`src/rtl/cache_types.sv`:
```
// Shared cache-side types for the L1/L2 memory hierarchy.
//  cache_line  : one full cache line
//  lc3b_word   : one machine word / line address
//  arb_state_t : L2 arbiter FSM state
//  arb_owner_t : which L1 miss path owns the L2 port
package cache_types;

  typedef logic [127:0] cache_line;
  typedef logic [15:0]  lc3b_word;

  typedef enum logic [1:0] {
    ARB_IDLE,
    ARB_BUSY,
    ARB_RECOVER
  } arb_state_t;

  typedef enum logic {
    OWNER_I,
    OWNER_D
  } arb_owner_t;

  // The arbiter only ever moves whole lines.
  localparam logic [1:0] ARB_FULL_LINE_BE = 2'b11;

endpackage : cache_types

```
`src/rtl/l2_arbiter.sv`:
```
// l2_arbiter
//  Shares the single unified L2 port between the L1 I-cache and D-cache miss
//  paths. One winning request is captured in IDLE, held stable on the L2 port
//  through BUSY until l2_resp, and the line is handed back to the winner. A
//  single RECOVER cycle follows each transaction so the served L1 can drop its
//  now-stale request before the next arbitration.
//
//  Ports
//   clk, reset_n              clock (rising edge), async active-low reset
//   i_read / i_address        I-cache line read request (level) and address
//   i_rdata / i_resp          line and one-cycle completion pulse to I-cache
//   d_read / d_write          D-cache read / writeback requests (level)
//   d_address / d_wdata       D-cache line address and writeback line
//   d_rdata / d_resp          line and one-cycle completion pulse to D-cache
//   l2_read / l2_write        strobes to L2, held for the whole transaction
//   l2_address / l2_wdata     registered address / write line to L2
//   l2_byte_enable            constant full-line enable
//   l2_rdata / l2_resp        line and completion from L2
//   busy                      a transaction is outstanding
module l2_arbiter
  import cache_types::*;
#(
  parameter int LINE_W     = $bits(cache_line),
  parameter int ADDR_W     = $bits(lc3b_word),
  parameter bit D_PRIORITY = 1'b0
) (
  input  logic              clk,
  input  logic              reset_n,
  input  logic              i_read,
  input  logic [ADDR_W-1:0] i_address,
  output logic [LINE_W-1:0] i_rdata,
  output logic              i_resp,
  input  logic              d_read,
  input  logic              d_write,
  input  logic [ADDR_W-1:0] d_address,
  input  logic [LINE_W-1:0] d_wdata,
  output logic [LINE_W-1:0] d_rdata,
  output logic              d_resp,
  output logic              l2_read,
  output logic              l2_write,
  output logic [ADDR_W-1:0] l2_address,
  output logic [LINE_W-1:0] l2_wdata,
  output logic [1:0]        l2_byte_enable,
  input  logic [LINE_W-1:0] l2_rdata,
  input  logic              l2_resp,
  output logic              busy
);

  arb_state_t state_q, state_d;
  arb_owner_t owner_q, last_grant_q;
  logic       write_q;

  arb_owner_t win;
  logic       win_write;
  logic       req_i, req_d, grant, done;

  // Winner selection and next state.
  // NOTE: every signal assigned in this block gets a default first, so no
  // path through the case can leave one unassigned and infer a latch.
  always_comb begin
    req_i     = i_read;
    req_d     = d_read | d_write;
    win       = req_d ? OWNER_D : OWNER_I;
    grant     = 1'b0;
    state_d   = state_q;

    if (req_i && req_d) begin
      if (D_PRIORITY) win = OWNER_D;
      else            win = (last_grant_q == OWNER_D) ? OWNER_I : OWNER_D;
    end
    // A simultaneous read+write from D issues the writeback first; the read
    // stays asserted and is picked up on a later IDLE cycle.
    win_write = (win == OWNER_D) && d_write;

    case (state_q)
      ARB_IDLE: begin
        if (req_i || req_d) begin
          grant   = 1'b1;
          state_d = ARB_BUSY;
        end
      end
      ARB_BUSY:    if (l2_resp) state_d = ARB_RECOVER;
      ARB_RECOVER: state_d = ARB_IDLE;
      default:     state_d = ARB_IDLE;
    endcase
  end

  // NOTE: sequential state uses non-blocking assignments only, so every
  // register samples the pre-edge values regardless of statement order.
  always_ff @(posedge clk or negedge reset_n) begin
    if (!reset_n) begin
      state_q      <= ARB_IDLE;
      owner_q      <= OWNER_D;
      last_grant_q <= OWNER_D;
      write_q      <= 1'b0;
      l2_address   <= '0;
      l2_wdata     <= '0;
    end else begin
      state_q <= state_d;
      if (grant) begin
        owner_q      <= win;
        last_grant_q <= win;
        write_q      <= win_write;
        l2_address   <= (win == OWNER_D) ? d_address : i_address;
        if (win == OWNER_D) l2_wdata <= d_wdata;
      end
    end
  end

  // Strobes decode straight from the state register: they fall the cycle
  // after l2_resp and drop immediately when reset_n is asserted.
  assign busy           = (state_q == ARB_BUSY);
  assign l2_read        = busy && !write_q;
  assign l2_write       = busy && write_q;
  assign l2_byte_enable = ARB_FULL_LINE_BE;

  assign done    = busy && l2_resp;
  assign i_resp  = done && (owner_q == OWNER_I);
  assign d_resp  = done && (owner_q == OWNER_D);
  assign i_rdata = l2_rdata;
  assign d_rdata = l2_rdata;

endmodule : l2_arbiter

```
`config.mk`:
```
export PLATFORM = sky130hd
export DESIGN_NAME = l2_arbiter
export DESIGN_NICKNAME = d
export VERILOG_FILES = /design/src/rtl/cache_types.sv /design/src/rtl/l2_arbiter.sv
export SDC_FILE = /design/constraint.sdc
export NUM_CORES = 1
export LEC_CHECK = 0
export ABC_CLOCK_PERIOD_IN_PS = 2400
export CORE_AREA = 5 5 269 271
export DETAILED_ROUTE_END_ITERATION = 10
export DIE_AREA = 0 0 274 276
export RECOVER_POWER = 25
export SETUP_SLACK_MARGIN = 0.02
export SLEW_MARGIN = 20
export SYNTH_ARGS = -nofsm -noshare
export SYNTH_HDL_FRONTEND = slang
export SYNTH_SLANG_ARGS = --single-unit
export TNS_END_PERCENT = 50
```
`constraint.sdc`:
```
create_clock -name clk -period 2.4 [get_ports clk]
set_input_delay 0.36 -clock clk [delete_from_list [all_inputs] [get_ports clk]]
set_output_delay 0.36 -clock clk [all_outputs]
set_load 0.05 [all_outputs]
```
==> impl_metrics.tcl, run 1 <==
set metrics [dict create \
    ioPinCount 701 \
    cts_sinks 148 \
    critical_path.cell_chain "clkdlybuf4s50_1" \
    yosys_register_bits 148 \
    crit_slowest_cell "clkdlybuf4s50_1" \
    setup.worst_path.end_class "output port" \
    worst_setup_path_start_kind "flop" \
    maxSlewHeadroom_pct 53.6 \
    die_w_um 274 \
    dieArea_um2 75600 \
    htreeDepth 4 \
    routed_wl_um 25700 \
    finalNetCount 965 \
    finalClockSkew_ns 0.0150 \
    setup_tns_ns 0 \
    ant_nets 0 \
    dp_hpwl_um 20200 \
    path_max_fanout 2 \
    syn2layout_area_growth_pct 36.7 \
    start_util_pct 11.6 \
    maxCapViolCount 0 \
    synth.avg_cell_area_um2 13.4 \
    fmax_ghz 0.470 \
    period_minus_slack_ns 2.13 \
    cts_root_buf "clkbuf_16" \
    reg2reg_depth 4 \
    p_leak_nw 4.52 \
    drc_errors 0 \
    track_usage_pct 6.73 \
    n_fill_cell 7623 \
    peakVddDrop_mv 0.993 \
    worst_slew_pin_slew_ns 0.694 \
    ys_seq_area_share_pct 45.9 \
    yosys.area.top_type "dfrtp_1" \
    cts_tree "built" \
    dr.pass1.iters 3 \
    grt_pass1_vias 5285 \
    synth_top_area_share_pct 45.6 \
    setup_viol 0 \
    worst_slack_ns 0.274 \
    rows 97 \
    grt_max_degree 54 \
    finalCritPeriodShare_pct 88.6 \
    crit_type "reg2out" \
    final_layout_size_suffix_gt1_share_pct 30.6 \
    cpLargestDelayFamily "buffers and inverters" \
    numCtsBuffers 17 \
    netlist_area_um2 8070 \
    critical_path_buf_inv_count 1 \
    worstHoldPathType "in2async" \
    die_y_um 276 \
    drv_slew 0 \
    cp_slowest_stage_delay_ns 0.86 \
    powerDensity_nw_per_um2 1670 \
    r2r_end "l2_wdata[15]" \
    synth_area_leaders "dfrtp_1 (46%), buf_4 (24%), mux2_4 (18%)" \
    yosysWarnings 0 \
    grt_pass1_wl_um 36300 \
    yosysUniqueCellTypes 20 \
    total_power_mw 18.4 \
    dp_worst_setup_slack_ns 0.132 \
    reg2reg_from "last_grant_q" \
    arrival_ns 1.77 \
    worstSkewPairLatency_ns 0.46 \
    detail_route.iter0.violations 73 \
    place.gp.congestion 0.751 \
    numPortBuffers 314 \
    vias 4383 \
    rsz0062_at_grt "no" \
    clk_pin_slew_ns 0.06 \
    synthesis.instances 602 \
    core_um2 69500 \
    final_hold_viol_count 0 \
    cts_buffer_depth 2 \
    critical_path_required_ns 2.04 \
    status "completed" \
    vias_per_cell 2.70 \
    wl_per_cell_um 15.8 \
    antenna_found_initial 10 \
    overflow 0 \
    r2r_slack_ns 0.47 \
]
-- metrics by stage --
stage	hold WS, ns	util (%)	instance area, µm²	instances
detailed placement	0.355	15.0	10400	1591
finish	0.416	15.9	11000	1625
floorplan	0.0644	-	8070	603
CTS	0.392	15.8	11000	1623
global placement	0.352	15.0	10400	1591
global route	0.450	15.8	11000	1623
-- logic make-up after synthesis --
family,count (synthesis),share of synthesized area (%)
AND/OR/NAND/NOR,9,0.574
AO/OA/AOI/OAI,4,0.419
buffers and inverters,280,26.1
other,1,0.0465
multiplexers,160,26.9
flip-flops,148,45.9
-- flip-flops by register name (all words and copies together) (netlist names) --
name,cells
state_q,2
l2_wdata,128
l2_address,16
last_grant_q,1
write_q,1
-- how the worst max path moves through the flow --
| stage | startpoint | end | slack (ns) | cells past startpoint |
|---|---|---|---|---|
| floorplan | state_q[1] | d_resp | 0.34 | 4 |
| global placement | i_read | l2_wdata[11] | 0.14 | 5 |
| detailed placement | i_read | l2_wdata[15] | 0.13 | 5 |
| CTS | l2_wdata[74] | l2_wdata[74] | 0.20 | 1 |
| global route | l2_wdata[127] | l2_wdata[127] | 0.18 | 1 |
| finish | l2_wdata[74] | l2_wdata[74] | 0.27 | 1 |
-- layer usage --
layer	routed length, µm	GRT usage [%]	up-vias	part of all wire [%]
met2	11400	9.94	330	44
met5	83	0	-	0.32
met4	1710	5.10	14	6.6
li1	-	-	1851	-
met3	4320	5.55	163	17
met1	8170	6.03	2025	32
-- power by group --
| group | internal [mW] | switching, mW | leakage [nW] | total, mW |
|---|---|---|---|---|
| registers | 3.81 | 0.781 | 1.73 | 4.59 |
| clock network | 1.65 | 1.17 | 0.294 | 2.81 |
| logic | 4.45 | 6.52 | 2.50 | 11.0 |
| total | 9.91 | 8.46 | 4.52 | 18.4 |
-- cells in the final DEF, fill, tap and decap left out, types with 2 or more instances in the layout --
cell and count:
clkdlybuf4s50_1 305, dfrtp_1 147, mux2_4 98, mux2_2 62, clkbuf_16 17, buf_4 10, inv_1 5, nor2_1 4
clkbuf_8 4, inv_6 4, buf_12 4, dlygate4sd2_1 3, diode_2 2, conb_1 2, bufinv_16 2
-- cell type report --
class,count,area (µm²),share of cell area (%)
sequential,148,3700,33.6
timing repair buffer,324,3260,29.5
multi-input combinational,175,2260,20.5
tap,940,1180,10.7
clock buffer,22,484,4.39
clock inverter,9,116,1.06
inverter,5,18.8,0.170
antenna,2,5.00,0.0454
-- cells in the mapped netlist --
cell / n
buf_2: 5
buf_4: 258
buf_6: 11
clkbuf_1: 1
conb_1: 1
dfrtp_1: 147
dfstp_2: 1
inv_1: 5
mux2_2: 62
mux2_4: 98
nand2_1: 1
nand2b_1: 1
nor2_1: 4
nor3_1: 1
nor3_2: 1
o21ai_0: 1
o21bai_1: 1
o22ai_1: 1
o2bb2ai_2: 1
or3_1: 1
-- what timing repair did --
action | in CTS | in global routing
hold buffers | 1 | 0
resized for setup | 3 | 0
endpoints found under the hold margin | 45 | 0
setup buffers | 0 | 0
setup endpoints to repair | 3 | 0
Note: power is estimated with default switching activity, not from simulation.
==> inputs of run 2 (changes only) <==
CELL_PAD_IN_SITES_DETAIL_PLACEMENT = 1   (was default)
CELL_PAD_IN_SITES_GLOBAL_PLACEMENT = 1   (was default)
CORE_AREA = 5 5 274 276   (was 5 5 269 271)
DIE_AREA = 0 0 279 281   (was 0 0 274 276)
PLACE_DENSITY_LB_ADDON = 0.1   (was default)
==> impl_metrics.tcl, run 2 (same netlist as run 1, synthesis figures left out) <==
set metrics [dict create \
    start_util_pct 11.2 \
    critical_path_required_ns 2.04 \
    antenna_found_initial 7 \
    worstSkewPairLatency_ns 0.47 \
    cp_slowest_stage_delay_ns 0.88 \
    cts_buffer_depth 2 \
    setup.worst_path.end_class "output port" \
    critical_path_buf_inv_count 1 \
    setup_tns_ns 0 \
    htreeDepth 4 \
    rsz0062_at_grt "no" \
    detail_route.iter0.violations 133 \
    wl_met2_um 13200 \
    worst_setup_path_start_kind "flop" \
    path_max_fanout 2 \
    wl_per_cell_um 16.8 \
    maxSlewHeadroom_pct 57.9 \
    p_sw_share_pct 46.7 \
    critical_path.cell_chain "clkdlybuf4s50_1" \
    powerDensity_nw_per_um2 1680 \
    final_cell_mix "clkdlybuf4s50_1 (307), dfrtp_1 (147), mux2_4 (98)" \
    cts_root_buf "clkbuf_16" \
    multi_input_area_um2 2260 \
    ant_nets 0 \
    cts_sinks 148 \
    drc_errors 0 \
    vias_per_cell 2.64 \
    cpLargestDelayFamily "buffers and inverters" \
    wl_met1_um 9120 \
    finalNetCount 972 \
    worst_slack_ns 0.326 \
    reg_top3 "l2_wdata x128, l2_address x16, state_q x2" \
    place.gp.congestion 0.623 \
    syn2layout_area_growth_pct 38.0 \
    regArea_um2 3700 \
    final_hold_viol_count 0 \
    rows 99 \
    worstHoldPathType "in2async" \
    numPortBuffers 314 \
    grt_pass1_wl_um 39200 \
    power_frac_seq_pct 24.3 \
    status "completed" \
    fmax_ghz 0.482 \
    total_power_mw 18.7 \
    dp_hpwl_um 20900 \
    overflow 0 \
    largest_register_ffs 128 \
    track_usage_pct 7.07 \
    clk_pin_slew_ns 0.08 \
    crit_slowest_cell "clkdlybuf4s50_1" \
    p_leak_nw 4.56 \
    setup_viol 0 \
    dieArea_um2 78400 \
    ioPinCount 701 \
    numCtsBuffers 17 \
    maxCapViolCount 0 \
    cts_resized 0 \
    vias 4368 \
    combPwrFrac_pct 60.0 \
    top_register "l2_wdata" \
    period_minus_slack_ns 2.07 \
    dr.pass1.iters 4 \
    finalCritPeriodShare_pct 86.4 \
    die_y_um 281 \
    routed_wl_um 27800 \
    final_common_cell "clkdlybuf4s50_1" \
    peakVddDrop_mv 0.626 \
    route.top_layer_used "met5" \
    die_w_um 279 \
    whs_ns 0.379 \
    grt_pass1_vias 5218 \
    grt_max_degree 63 \
    cts_tree "built" \
    power_switching_mw 8.72 \
    wl_met3_um 3660 \
    pwr-share-clk_pct 15.8 \
    arrival_ns 1.71 \
    n_fill_cell 8193 \
    worst_slew_pin_slew_ns 0.629 \
    dp_worst_setup_slack_ns 0.146 \
    final_layout_size_suffix_gt1_share_pct 31.5 \
    p_int_mw 9.96 \
    crit_type "reg2out" \
    finalClockSkew_ns 0.0119 \
    drv_slew 0 \
    utilization_pct 15.4 \
    core_um2 72300 \
]
## run 2: power by group through the flow
stage          Combinational (mW)  Clock, mW  Sequential (mW)
6_report                     11.2       2.94             4.53
5_1_grt                      11.7       3.25             4.73
4_1_cts                      11.5       3.18             4.57
3_5_place_dp                 11.4          0             4.57
3_3_place_gp                 11.4          0             4.61
2_1_floorplan                4.23          0             8.89
## run 2: area by class of cell
class | instances | share of cell area, %
sequential | 148 | 33.3
timing repair buffer | 331 | 30.0
multi-input combinational | 175 | 20.3
tap | 959 | 10.8
clock buffer | 19 | 3.98
clock inverter | 13 | 1.44
inverter | 5 | 0.169
antenna | 3 | 0.0674
## run 2: through the flow
step           area [µm²]  std cells
2_1_floorplan        8070        603
3_3_place_gp        10500       1617
3_5_place_dp        10500       1617
4_1_cts             11100       1650
5_1_grt             11100       1650
6_report            11100       1653
## run 2: metal layers
metal,vias to the layer above,track usage [%]
li1,1884,-
met1,2075,6.57
met2,267,11.1
met3,134,4.83
met4,8,5.00
met5,-,0
## run 2: repair_timing
item | in CTS | in global routing
hold buffers | 1 | 0
endpoints found under the hold margin | 38 | 0
endpoints found under the setup margin | 0 | 0
buffers inserted | 0 | 0
## run 2: worst paths after layout
path	from	end	slack, ns	cells after the start
setup / recovery	l2_wdata[71]	l2_wdata[71]	0.33	1
hold / removal	reset_n	l2_wdata[64]	0.38	2
setup reg to reg	last_grant_q	l2_wdata[57]	0.52	5
hold reg to reg	l2_address[4]	l2_address[4]	0.51	1
max in group asynchronous	reset_n	l2_wdata[77]	1.23	3
min in group clk	d_wdata[78]	l2_wdata[78]	0.50	2
